`config.mk`:
```
export PLATFORM = sky130hd
export DESIGN_NAME = cfg_desc_reader
export DESIGN_NICKNAME = d
export VERILOG_FILES = /design/src/rtl/cfg_desc_reader.sv
export SDC_FILE = /design/constraint.sdc
export NUM_CORES = 1
export LEC_CHECK = 0
export CAP_MARGIN = 10
export CORE_ASPECT_RATIO = 1.25
export CORE_MARGIN = 4
export CORE_UTILIZATION = 41
export DETAILED_ROUTE_END_ITERATION = 8
export PLACE_DENSITY = 0.74
export SLEW_MARGIN = 20
export SYNTH_ARGS = -nofsm -noshare
export SYNTH_HDL_FRONTEND = slang
export SYNTH_SLANG_ARGS = --single-unit
```
`constraint.sdc`:
```
create_clock -name clk_i -period 2.04 [get_ports clk_i]
set_input_delay 0.306 -clock clk_i [delete_from_list [all_inputs] [get_ports clk_i]]
set_output_delay 0.306 -clock clk_i [all_outputs]
set_load 0.01 [all_outputs]
```
`src/rtl/cfg_desc_reader.sv`:
```
// -----------------------------------------------------------------------------
// cfg_desc_reader
//
// Read-only descriptor-table responder. The core's build-time configuration is
// folded into a small table of 32-bit words at elaboration. A requester reads
// words over a valid/ready channel. Responses are queued in a 2-entry FIFO, so
// the requester is decoupled from the response consumer.
//
// Ports
//   clk_i        clock
//   rst_i        synchronous reset, active-high
//   req_valid_i  request valid
//   req_ready_o  request accepted when valid & ready (FIFO not full)
//   req_addr_i   byte address
//   req_we_i     write attempt (always answered with an error)
//   rsp_valid_o  response valid (FIFO head present)
//   rsp_ready_i  response consumed when valid & ready
//   rsp_data_o   read data (0 on error)
//   rsp_err_o    misaligned, out-of-range or write
//   err_cnt_o    saturating count of error responses pushed
// -----------------------------------------------------------------------------
module cfg_desc_reader #(
    parameter int          ADDR_W    = 8,
    parameter int          NUM_WORDS = 16,
    parameter logic [31:0] VERSION   = 32'h1,
    parameter logic [31:0] ISA_EXT   = 32'h0,
    parameter int          XLEN      = 32,
    parameter int          VLEN      = 32,
    parameter int          NR_COMMIT = 2,
    parameter int          NR_SB     = 8,
    parameter int          IC_BYTES  = 16384,
    parameter int          IC_WAYS   = 4,
    parameter int          IC_LINE   = 128,
    parameter int          DC_BYTES  = 32768,
    parameter int          DC_WAYS   = 8,
    parameter int          DC_LINE   = 128,
    parameter int          BTB       = 32,
    parameter int          BHT       = 128,
    parameter int          RAS       = 2,
    parameter int          NR_PMP    = 8,
    parameter int          WBUF      = 8,
    parameter int          DC_TYPE   = 0
) (
    input  logic              clk_i,
    input  logic              rst_i,
    input  logic              req_valid_i,
    output logic              req_ready_o,
    input  logic [ADDR_W-1:0] req_addr_i,
    input  logic              req_we_i,
    output logic              rsp_valid_o,
    input  logic              rsp_ready_i,
    output logic [31:0]       rsp_data_o,
    output logic              rsp_err_o,
    output logic [7:0]        err_cnt_o
);

    // 32-bit copies of the integer parameters so each field can be sliced
    // down to its width in the table.
    localparam logic [31:0] P_XLEN      = 32'(XLEN);
    localparam logic [31:0] P_VLEN      = 32'(VLEN);
    localparam logic [31:0] P_NR_COMMIT = 32'(NR_COMMIT);
    localparam logic [31:0] P_NR_SB     = 32'(NR_SB);
    localparam logic [31:0] P_IC_BYTES  = 32'(IC_BYTES);
    localparam logic [31:0] P_IC_WAYS   = 32'(IC_WAYS);
    localparam logic [31:0] P_IC_LINE   = 32'(IC_LINE);
    localparam logic [31:0] P_DC_BYTES  = 32'(DC_BYTES);
    localparam logic [31:0] P_DC_WAYS   = 32'(DC_WAYS);
    localparam logic [31:0] P_DC_LINE   = 32'(DC_LINE);
    localparam logic [31:0] P_BTB       = 32'(BTB);
    localparam logic [31:0] P_BHT       = 32'(BHT);
    localparam logic [31:0] P_RAS       = 32'(RAS);
    localparam logic [31:0] P_NR_PMP    = 32'(NR_PMP);
    localparam logic [31:0] P_WBUF      = 32'(WBUF);
    localparam logic [31:0] P_DC_TYPE   = 32'(DC_TYPE);
    localparam logic [31:0] LIMIT_BYTES = 32'(NUM_WORDS * 4);

    // Descriptor table contents; words past 9 read as zero.
    function automatic logic [31:0] table_word(input logic [31:0] idx);
        logic [31:0] w;
        case (idx)
            32'd0:   w = 32'h4356_4136;
            32'd1:   w = VERSION;
            32'd2:   w = ISA_EXT;
            32'd3:   w = {P_XLEN[7:0], P_VLEN[7:0], P_NR_COMMIT[7:0], P_NR_SB[7:0]};
            32'd4:   w = P_IC_BYTES;
            32'd5:   w = {P_IC_WAYS[15:0], P_IC_LINE[15:0]};
            32'd6:   w = P_DC_BYTES;
            32'd7:   w = {P_DC_WAYS[15:0], P_DC_LINE[15:0]};
            32'd8:   w = {P_BTB[15:0], P_BHT[15:0]};
            32'd9:   w = {P_RAS[7:0], P_NR_PMP[7:0], P_WBUF[7:0], P_DC_TYPE[7:0]};
            default: w = 32'h0000_0000;
        endcase
        return w;
    endfunction

    // FIFO storage: slot 0 is always the head and drives rsp_* directly.
    logic [1:0]  count_q, count_d;
    logic [31:0] slot0_data_q, slot0_data_d;
    logic        slot0_err_q, slot0_err_d;
    logic [31:0] slot1_data_q, slot1_data_d;
    logic        slot1_err_q, slot1_err_d;
    logic        valid_q;
    logic        ready_q;
    logic [7:0]  err_cnt_q, err_cnt_d;

    logic [31:0] addr_ext_s;
    logic        req_err_s;
    logic [31:0] req_data_s;
    logic        push_s;
    logic        pop_s;

    // Decode the incoming request into its response word and error flag.
    always_comb begin
        addr_ext_s = 32'(req_addr_i);
        req_err_s  = (req_addr_i[1:0] != 2'b00) || (addr_ext_s >= LIMIT_BYTES) || req_we_i;
        if (req_err_s) begin
            req_data_s = 32'h0000_0000;
        end else begin
            req_data_s = table_word({2'b00, addr_ext_s[31:2]});
        end
        push_s = req_valid_i & ready_q;
        pop_s  = valid_q & rsp_ready_i;
    end

    // FIFO and error-counter next state. Push needs count<2 and pop needs
    // count>=1, so push+pop together only happens at count==1.
    always_comb begin
        count_d      = count_q;
        slot0_data_d = slot0_data_q;
        slot0_err_d  = slot0_err_q;
        slot1_data_d = slot1_data_q;
        slot1_err_d  = slot1_err_q;
        case ({push_s, pop_s})
            2'b10: begin
                if (count_q == 2'd0) begin
                    slot0_data_d = req_data_s;
                    slot0_err_d  = req_err_s;
                    count_d      = 2'd1;
                end else begin
                    slot1_data_d = req_data_s;
                    slot1_err_d  = req_err_s;
                    count_d      = 2'd2;
                end
            end
            2'b01: begin
                if (count_q == 2'd2) begin
                    slot0_data_d = slot1_data_q;
                    slot0_err_d  = slot1_err_q;
                    slot1_data_d = 32'h0000_0000;
                    slot1_err_d  = 1'b0;
                    count_d      = 2'd1;
                end else begin
                    // Empty FIFO presents zeros on the response lines.
                    slot0_data_d = 32'h0000_0000;
                    slot0_err_d  = 1'b0;
                    count_d      = 2'd0;
                end
            end
            2'b11: begin
                slot0_data_d = req_data_s;
                slot0_err_d  = req_err_s;
            end
            default: begin
                count_d = count_q;
            end
        endcase

        if (push_s && req_err_s && (err_cnt_q != 8'hFF)) begin
            err_cnt_d = err_cnt_q + 8'd1;
        end else begin
            err_cnt_d = err_cnt_q;
        end
    end

    // State registers; valid/ready are registered from the next count so the
    // outputs carry no combinational path from the request side.
    always_ff @(posedge clk_i) begin
        if (rst_i) begin
            count_q      <= 2'd0;
            slot0_data_q <= 32'h0000_0000;
            slot0_err_q  <= 1'b0;
            slot1_data_q <= 32'h0000_0000;
            slot1_err_q  <= 1'b0;
            valid_q      <= 1'b0;
            ready_q      <= 1'b1;
            err_cnt_q    <= 8'h00;
        end else begin
            count_q      <= count_d;
            slot0_data_q <= slot0_data_d;
            slot0_err_q  <= slot0_err_d;
            slot1_data_q <= slot1_data_d;
            slot1_err_q  <= slot1_err_d;
            valid_q      <= (count_d != 2'd0);
            ready_q      <= (count_d != 2'd2);
            err_cnt_q    <= err_cnt_d;
        end
    end

    assign req_ready_o = ready_q;
    assign rsp_valid_o = valid_q;
    assign rsp_data_o  = slot0_data_q;
    assign rsp_err_o   = slot0_err_q;
    assign err_cnt_o   = err_cnt_q;

endmodule

```
==> results.sh, run 1 <==
export IMPL_num_rows=27
export IMPL_gp_congestion=0.8134
export IMPL_drt_iter0_drc=98
export IMPL_critical_path_class="in -> reg"
export IMPL_fp_dieH_um=83.37
export IMPL_h_tree_depth=2
export IMPL_clkSlewWorstSetupHoldPaths_ps=70
export IMPL_hold_slack_ps=466.1
export IMPL_skew_ps=6.480
export IMPL_synthCells=210
export IMPL_start_util_pct=42.42
export IMPL_io_pins=56
export IMPL_area_growth_pct=35.39
export IMPL_crit_family="buffers and inverters"
export IMPL_critPathMaxFanout=23
export IMPL_finalHoldViolations=0
export IMPL_cts_setup_buffers=0
export IMPL_syn_area_mm2=0.001863
export IMPL_core_area_mm2=0.004392
export IMPL_final_cells=321
export IMPL_rsz0062_at_grt="false"
export IMPL_drive_gt1_share_pct=15.97
export IMPL_synth_area_per_cell_um2=8.872
export IMPL_cts_buffers=5
export IMPL_cts_root_buf="clkbuf_8"
export IMPL_pre_cts_ws_ps=-203.6
export IMPL_grt_pass1_wl_um=7445
export IMPL_fp_dieW_um=68.29
export IMPL_vias_per_cell=5.262
export IMPL_die_area_mm2=0.005693
export IMPL_via_count=1689
export IMPL_end_kind="flop"
export IMPL_ctsHoldBuffers=0
export IMPL_worstPathRequired_ps=2220
export IMPL_synth_distinct_cells=49
export IMPL_p_leak_nw=0.9164
export IMPL_setup_viol=0
export IMPL_synth_edf_count=0
export IMPL_final_cell_mix="clkdlybuf4s50_1 (45), dfxtp_1 (36), nor2_1 (23), buf_4 (22), nand2_1 (12)"
export IMPL_max_freq_mhz=544.6
export IMPL_dp_hpwl_um=3207
export IMPL_synthFlopType="dfxtp_1"
export IMPL_hold_path_class="reg -> reg"
export IMPL_first_global_vias=1613
export IMPL_fill_cells=419
export IMPL_cp_arrival_ps=2020
export IMPL_drtPass1Iterations=4
export IMPL_yosys_warnings=0
export IMPL_max_stage_delay_ps=390
export IMPL_async_reset_ff_share_pct=0
export IMPL_synth_seq_area_share_pct=38.68
export IMPL_grt_busiest_layer="met2"
export IMPL_antenna_found_initial=0
export IMPL_grt_util_met3_pct=3.654
export IMPL_io_buffers=45
export IMPL_grt_use_met2_pct=27.89
export IMPL_ir_drop_mv=0.5538
export IMPL_postRouteAntennaNets=0
export IMPL_ctsResizeCount=0
export IMPL_cts_tree="built"
export IMPL_dp_cells=313
export IMPL_clock_sinks=36
export IMPL_drc=0
export IMPL_fin_crit_sh_pct=90.01
export IMPL_grt_max_degree=24
export IMPL_power_density_mw_per_mm2=829.7
export IMPL_crit_slowest_cell="clkdlybuf4s50_1"
export IMPL_maxCapViolations=0
export IMPL_n_antenna_cell=0
export IMPL_setup_slack_ps=203.7
export IMPL_postPlaceCellArea_mm2=0.002405
export IMPL_clkLatencyLatePin_ps=290
export IMPL_drv_slew=0
export IMPL_critPathBufInv=4
export IMPL_ys_ff_latch=36
export IMPL_gr_total_overflow=0
export IMPL_wl_per_cell_um=13.53
export IMPL_status="completed"
export IMPL_min_period_ps=1836
export IMPL_grt_util_met1_pct=19.80
export IMPL_cp_start_kind="primary input"
export IMPL_design_area_mm2=0.002522
export IMPL_layout_commonest_cell="clkdlybuf4s50_1"
export IMPL_crit_chain="clkdlybuf4s50_1 > nand2_1 > inv_1 > ha_1 > nor3b_2 > o21bai_1 > buf_12 > buf_4 > a311oi_1"
export IMPL_clock_path_buffers=2
export IMPL_wl_um=4343
export IMPL_nNetsFinal=278
export IMPL_grt_usage_pct=16.75
## state kept, by name (all words and copies together) (netlist names)
register      flops
rsp_err_o         1
rsp_data_o       11
slot1_data_q     11
rsp_valid_o       1
req_ready_o       1
err_cnt_o         8
slot1_err_q       1
count_q           2
## final cells by class
cell class,count,area (um2),share of cell area [%]
repair buffers,68,635.6,25.20
clock inverters,2,35.03,1.389
well taps,58,72.57,2.877
inverters,6,22.52,0.8929
multi-input cells,145,963.4,38.19
clock buffers,6,72.57,2.877
flip-flops and latches,36,720.7,28.57
## worst reg2reg max path: cells and delay by family (launching register included)
family          cells  cell delay [ps]
flops               1              310
simple gates        2              280
fa+ha+maj           1              200
compound gates      2              460
buf+inv             3              380
## cells in the mapped netlist (all sizes together), types with 2 or more instances
master,instances,area [um2]
a32o,4,40.04
a32oi,2,17.52
a211oi,9,77.57
or3,2,17.52
inv,6,22.52
o2bb2ai,7,61.31
or4,3,22.52
nand2,12,45.04
and2,2,12.51
a21oi,9,45.04
nor2b,4,25.02
a22oi,4,30.03
nand4,2,12.51
o21ai,4,20.02
buf,24,170.2
nand2b,5,31.28
nor3,5,25.02
a311oi,6,58.80
nor4,2,27.53
nand3,5,25.02
dfxtp,36,720.7
ha,3,37.54
nor2,24,90.09
o31ai,4,30.03
nor3b,2,20.02
clkbuf,8,30.03
## kinds of logic after synthesis
family	share of synthesized area, %
AO/OA/AOI/OAI	22.57
XOR/XNOR	0.9404
adder cells (fa/ha/maj)	2.015
buffers and inverters	11.95
flip-flops	38.68
multiplexers	1.142
other	0.2013
AND/OR/NAND/NOR	22.50
## metrics by stage
stage / total power, mW / util (%) / TNS, ps
6_report: 2.093 / 57.44 / 0
5_1_grt: 2.213 / 57.44 / 0
4_1_cts: 2.106 / 57.21 / 0
3_5_place_dp: 1.489 / 54.76 / -3522
3_3_place_gp: 1.475 / 54.76 / -2380
2_1_floorplan: 1.206 / - / 0
## routing by layer
metal  vias up  share of wire (%)
met4         0                1.9
met3         9                5.1
li1        844                  -
met2        51                 52
met5         -                  0
met1       785                 41
## final timing paths
path / end / cells past startpoint / from / slack (ps)
setup / recovery: rsp_data_o[7]$_SDFFE_PP0P_ / 9 / req_valid_i / 200
hold / removal: slot1_data_q[0]$_SDFFE_PP0P_ / 1 / slot1_data_q[0]$_SDFFE_PP0P_ / 470
setup reg to reg: rsp_data_o[7]$_SDFFE_PP0P_ / 8 / req_ready_o$_SDFF_PP1_ / 320
hold reg to reg: slot1_data_q[0]$_SDFFE_PP0P_ / 1 / slot1_data_q[0]$_SDFFE_PP0P_ / 470
## power by group
group          internal [mW]  leakage (nW)  switching [mW]
clock                  0.363        0.0552           0.250
combinational          0.353         0.568           0.304
sequential             0.771         0.293          0.0521
Power figures use the tool's default switching activity.
==> inputs of run 2 (changes only) <==
--- a/config.mk
+++ b/config.mk
@@ -10,7 +10,7 @@
 export CORE_MARGIN = 4
 export CORE_UTILIZATION = 41
 export DETAILED_ROUTE_END_ITERATION = 8
-export PLACE_DENSITY = 0.74
+export PLACE_DENSITY = 0.71
 export SLEW_MARGIN = 20
 export SYNTH_ARGS = -nofsm -noshare
 export SYNTH_HDL_FRONTEND = slang
==> run 2 against run 1 <==
  * Sequential cell count unchanged
  * Fmax is 1.6% lower
  * Critical path depth down 3
  * Critical path type unchanged
  * Critical endpoint unchanged
  * Largest cell class unchanged
==> results.sh, run 2 (synthesized netlist as in run 1, its figures left out) <==
export IMPL_min_period_ps=1866
export IMPL_fill_cells=411
export IMPL_gr_total_overflow=0
export IMPL_max_freq_mhz=536.0
export IMPL_fp_dieH_um=83.37
export IMPL_first_global_vias=1496
export IMPL_layout_commonest_cell="clkdlybuf4s50_1"
export IMPL_antenna_found_initial=0
export IMPL_clock_path_buffers=2
export IMPL_p_sw_uw=608.6
export IMPL_die_area_mm2=0.005693
export IMPL_swShare_pct=28.24
export IMPL_worstPathRequired_ps=2240
export IMPL_clock_sinks=36
export IMPL_cts_root_buf="clkbuf_8"
export IMPL_wl_um=4232
export IMPL_n_antenna_cell=0
export IMPL_vias_per_cell=5.220
export IMPL_seqPwrFrac_pct=38.2
export IMPL_pre_cts_ws_ps=-296.1
export IMPL_clkSlewWorstSetupHoldPaths_ps=70
export IMPL_cp_arrival_ps=2070
export IMPL_fp_dieW_um=68.29
export IMPL_h_tree_depth=2
export IMPL_p_int_mw=1.547
export IMPL_cts_tree="built"
export IMPL_finalHoldViolations=0
export IMPL_status="completed"
export IMPL_wl_per_cell_um=13.31
export IMPL_drtPass1Iterations=4
export IMPL_dp_hpwl_um=3200
export IMPL_setup_slack_ps=174.2
export IMPL_p_clk_share_pct=31.9
export IMPL_comb_power_share_pct=29.9
export IMPL_io_buffers=45
export IMPL_drc=0
export IMPL_design_area_mm2=0.002516
export IMPL_critical_path_class="in -> reg"
export IMPL_grt_usage_pct=15.85
export IMPL_start_util_pct=42.42
export IMPL_p_leak_nw=0.9119
export IMPL_ctsResizeCount=0
export IMPL_area_growth_pct=35.06
export IMPL_postRouteAntennaNets=0
export IMPL_ctsHoldBuffers=0
export IMPL_num_rows=27
export IMPL_drive_gt1_share_pct=15.00
export IMPL_skew_ps=10.65
export IMPL_maxCapViolations=0
export IMPL_cts_setup_buffers=0
export IMPL_postPlaceCellArea_mm2=0.002382
export IMPL_grt_util_met1_pct=18.74
export IMPL_finalSetupTns_ps=0
export IMPL_drt_iter0_drc=105
export IMPL_ir_drop_mv=0.5146
export IMPL_core_area_mm2=0.004392
export IMPL_clkLatencyLatePin_ps=290
export IMPL_postLayoutCoreUtil_pct=57.29
export IMPL_critPathMaxFanout=6
export IMPL_fin_crit_sh_pct=91.46
export IMPL_grt_use_met2_pct=26.23
export IMPL_drv_slew=0
export IMPL_grt_pass1_wl_um=6962
export IMPL_gp_congestion=0.7623
export IMPL_io_pins=56
export IMPL_cts_buffers=5
export IMPL_grt_busiest_layer="met2"
export IMPL_rsz0062_at_grt="false"
export IMPL_nNetsFinal=275
export IMPL_power_density_mw_per_mm2=856.6
export IMPL_end_kind="flop"
export IMPL_final_cell_mix="clkdlybuf4s50_1 (45), dfxtp_1 (36), nor2_1 (23), buf_4 (19), nand2_1 (12)"
export IMPL_cp_start_kind="primary input"
export IMPL_grt_util_met3_pct=4.195
export IMPL_via_count=1660
export IMPL_setup_viol=0
export IMPL_hold_path_class="reg -> reg"
export IMPL_grt_max_degree=25
-- run 2: cell types whose count changed in the layout (fill, tap and decap cells not counted) --
cell | before | now
clkbuf_1 | 1 | 0
ha_1 | 2 | 3
buf_4 | 22 | 19
clkbuf_8 | 5 | 7
ha_2 | 1 | 0
clkinv_2 | 1 | 0
-- run 2: critical path: stages --
cell	delay, ps
clkdlybuf4s50_1	460
nand2_1	80
ha_1	320
nor4_4	410
o21ai_0	210
a311oi_1	280
-- run 2: power by group through the flow --
stage	Sequential (mW)	Clock, mW	Combinational (mW)
global placement	0.838	0	0.631
floorplan	0.860	0	0.345
detailed placement	0.840	0	0.638
CTS	0.825	0.701	0.641
global route	0.837	0.737	0.699
finish	0.823	0.688	0.644
-- run 2: final cells by class --
| cell class | count | area (um2) | share of cell area (%) |
|---|---|---|---|
| multi-input cells | 145 | 960.9 | 38.19 |
| flip-flops and latches | 36 | 720.7 | 28.64 |
| repair buffers | 65 | 613.1 | 24.37 |
| clock buffers | 7 | 96.34 | 3.829 |
| well taps | 58 | 72.57 | 2.884 |
| clock inverters | 1 | 30.03 | 1.193 |
| inverters | 6 | 22.52 | 0.8951 |
-- run 2: worst paths after layout --
| kind | from | to | slack (ps) | depth (start not counted) |
|---|---|---|---|---|
| worst min register to register | slot1_data_q[0]$_SDFFE_PP0P_ | slot1_data_q[0]$_SDFFE_PP0P_ | 470 | 1 |
| worst min-delay path | slot1_data_q[0]$_SDFFE_PP0P_ | slot1_data_q[0]$_SDFFE_PP0P_ | 470 | 1 |
| worst max-delay path | req_valid_i | rsp_data_o[7]$_SDFFE_PP0P_ | 170 | 6 |
| worst max register to register | rsp_valid_o$_SDFF_PP0_ | rsp_data_o[7]$_SDFFE_PP0P_ | 310 | 6 |
-- run 2: layer usage --
metal / share of wire [%] / vias up
met5: 0 / -
met4: 1.6 / 0
met3: 6.0 / 6
met2: 50 / 59
met1: 42 / 760
li1: - / 835
-- run 2: per-stage QoR --
step / cells / hold WS (ps) / total power, mW
CTS: 318 / 471.1 / 2.166
global route: 318 / 498.8 / 2.272
global placement: 310 / 445.9 / 1.468
floorplan: 219 / 432.2 / 1.206
finish: 318 / 468.6 / 2.155
detailed placement: 310 / 448.4 / 1.478
==> inputs of run 3 (changes only) <==
--- a/config.mk
+++ b/config.mk
@@ -5,10 +5,12 @@
 export SDC_FILE = /design/constraint.sdc
 export NUM_CORES = 1
 export LEC_CHECK = 0
+export ABC_CLOCK_PERIOD_IN_PS = 2040
 export CAP_MARGIN = 10
 export CORE_ASPECT_RATIO = 1.25
 export CORE_MARGIN = 4
 export CORE_UTILIZATION = 41
+export CTS_CLUSTER_SIZE = 12
 export DETAILED_ROUTE_END_ITERATION = 8
 export PLACE_DENSITY = 0.71
 export SLEW_MARGIN = 20
==> results of run 3 <==
Same layout as run 2: the final DEF is identical, and so are final timing and power.
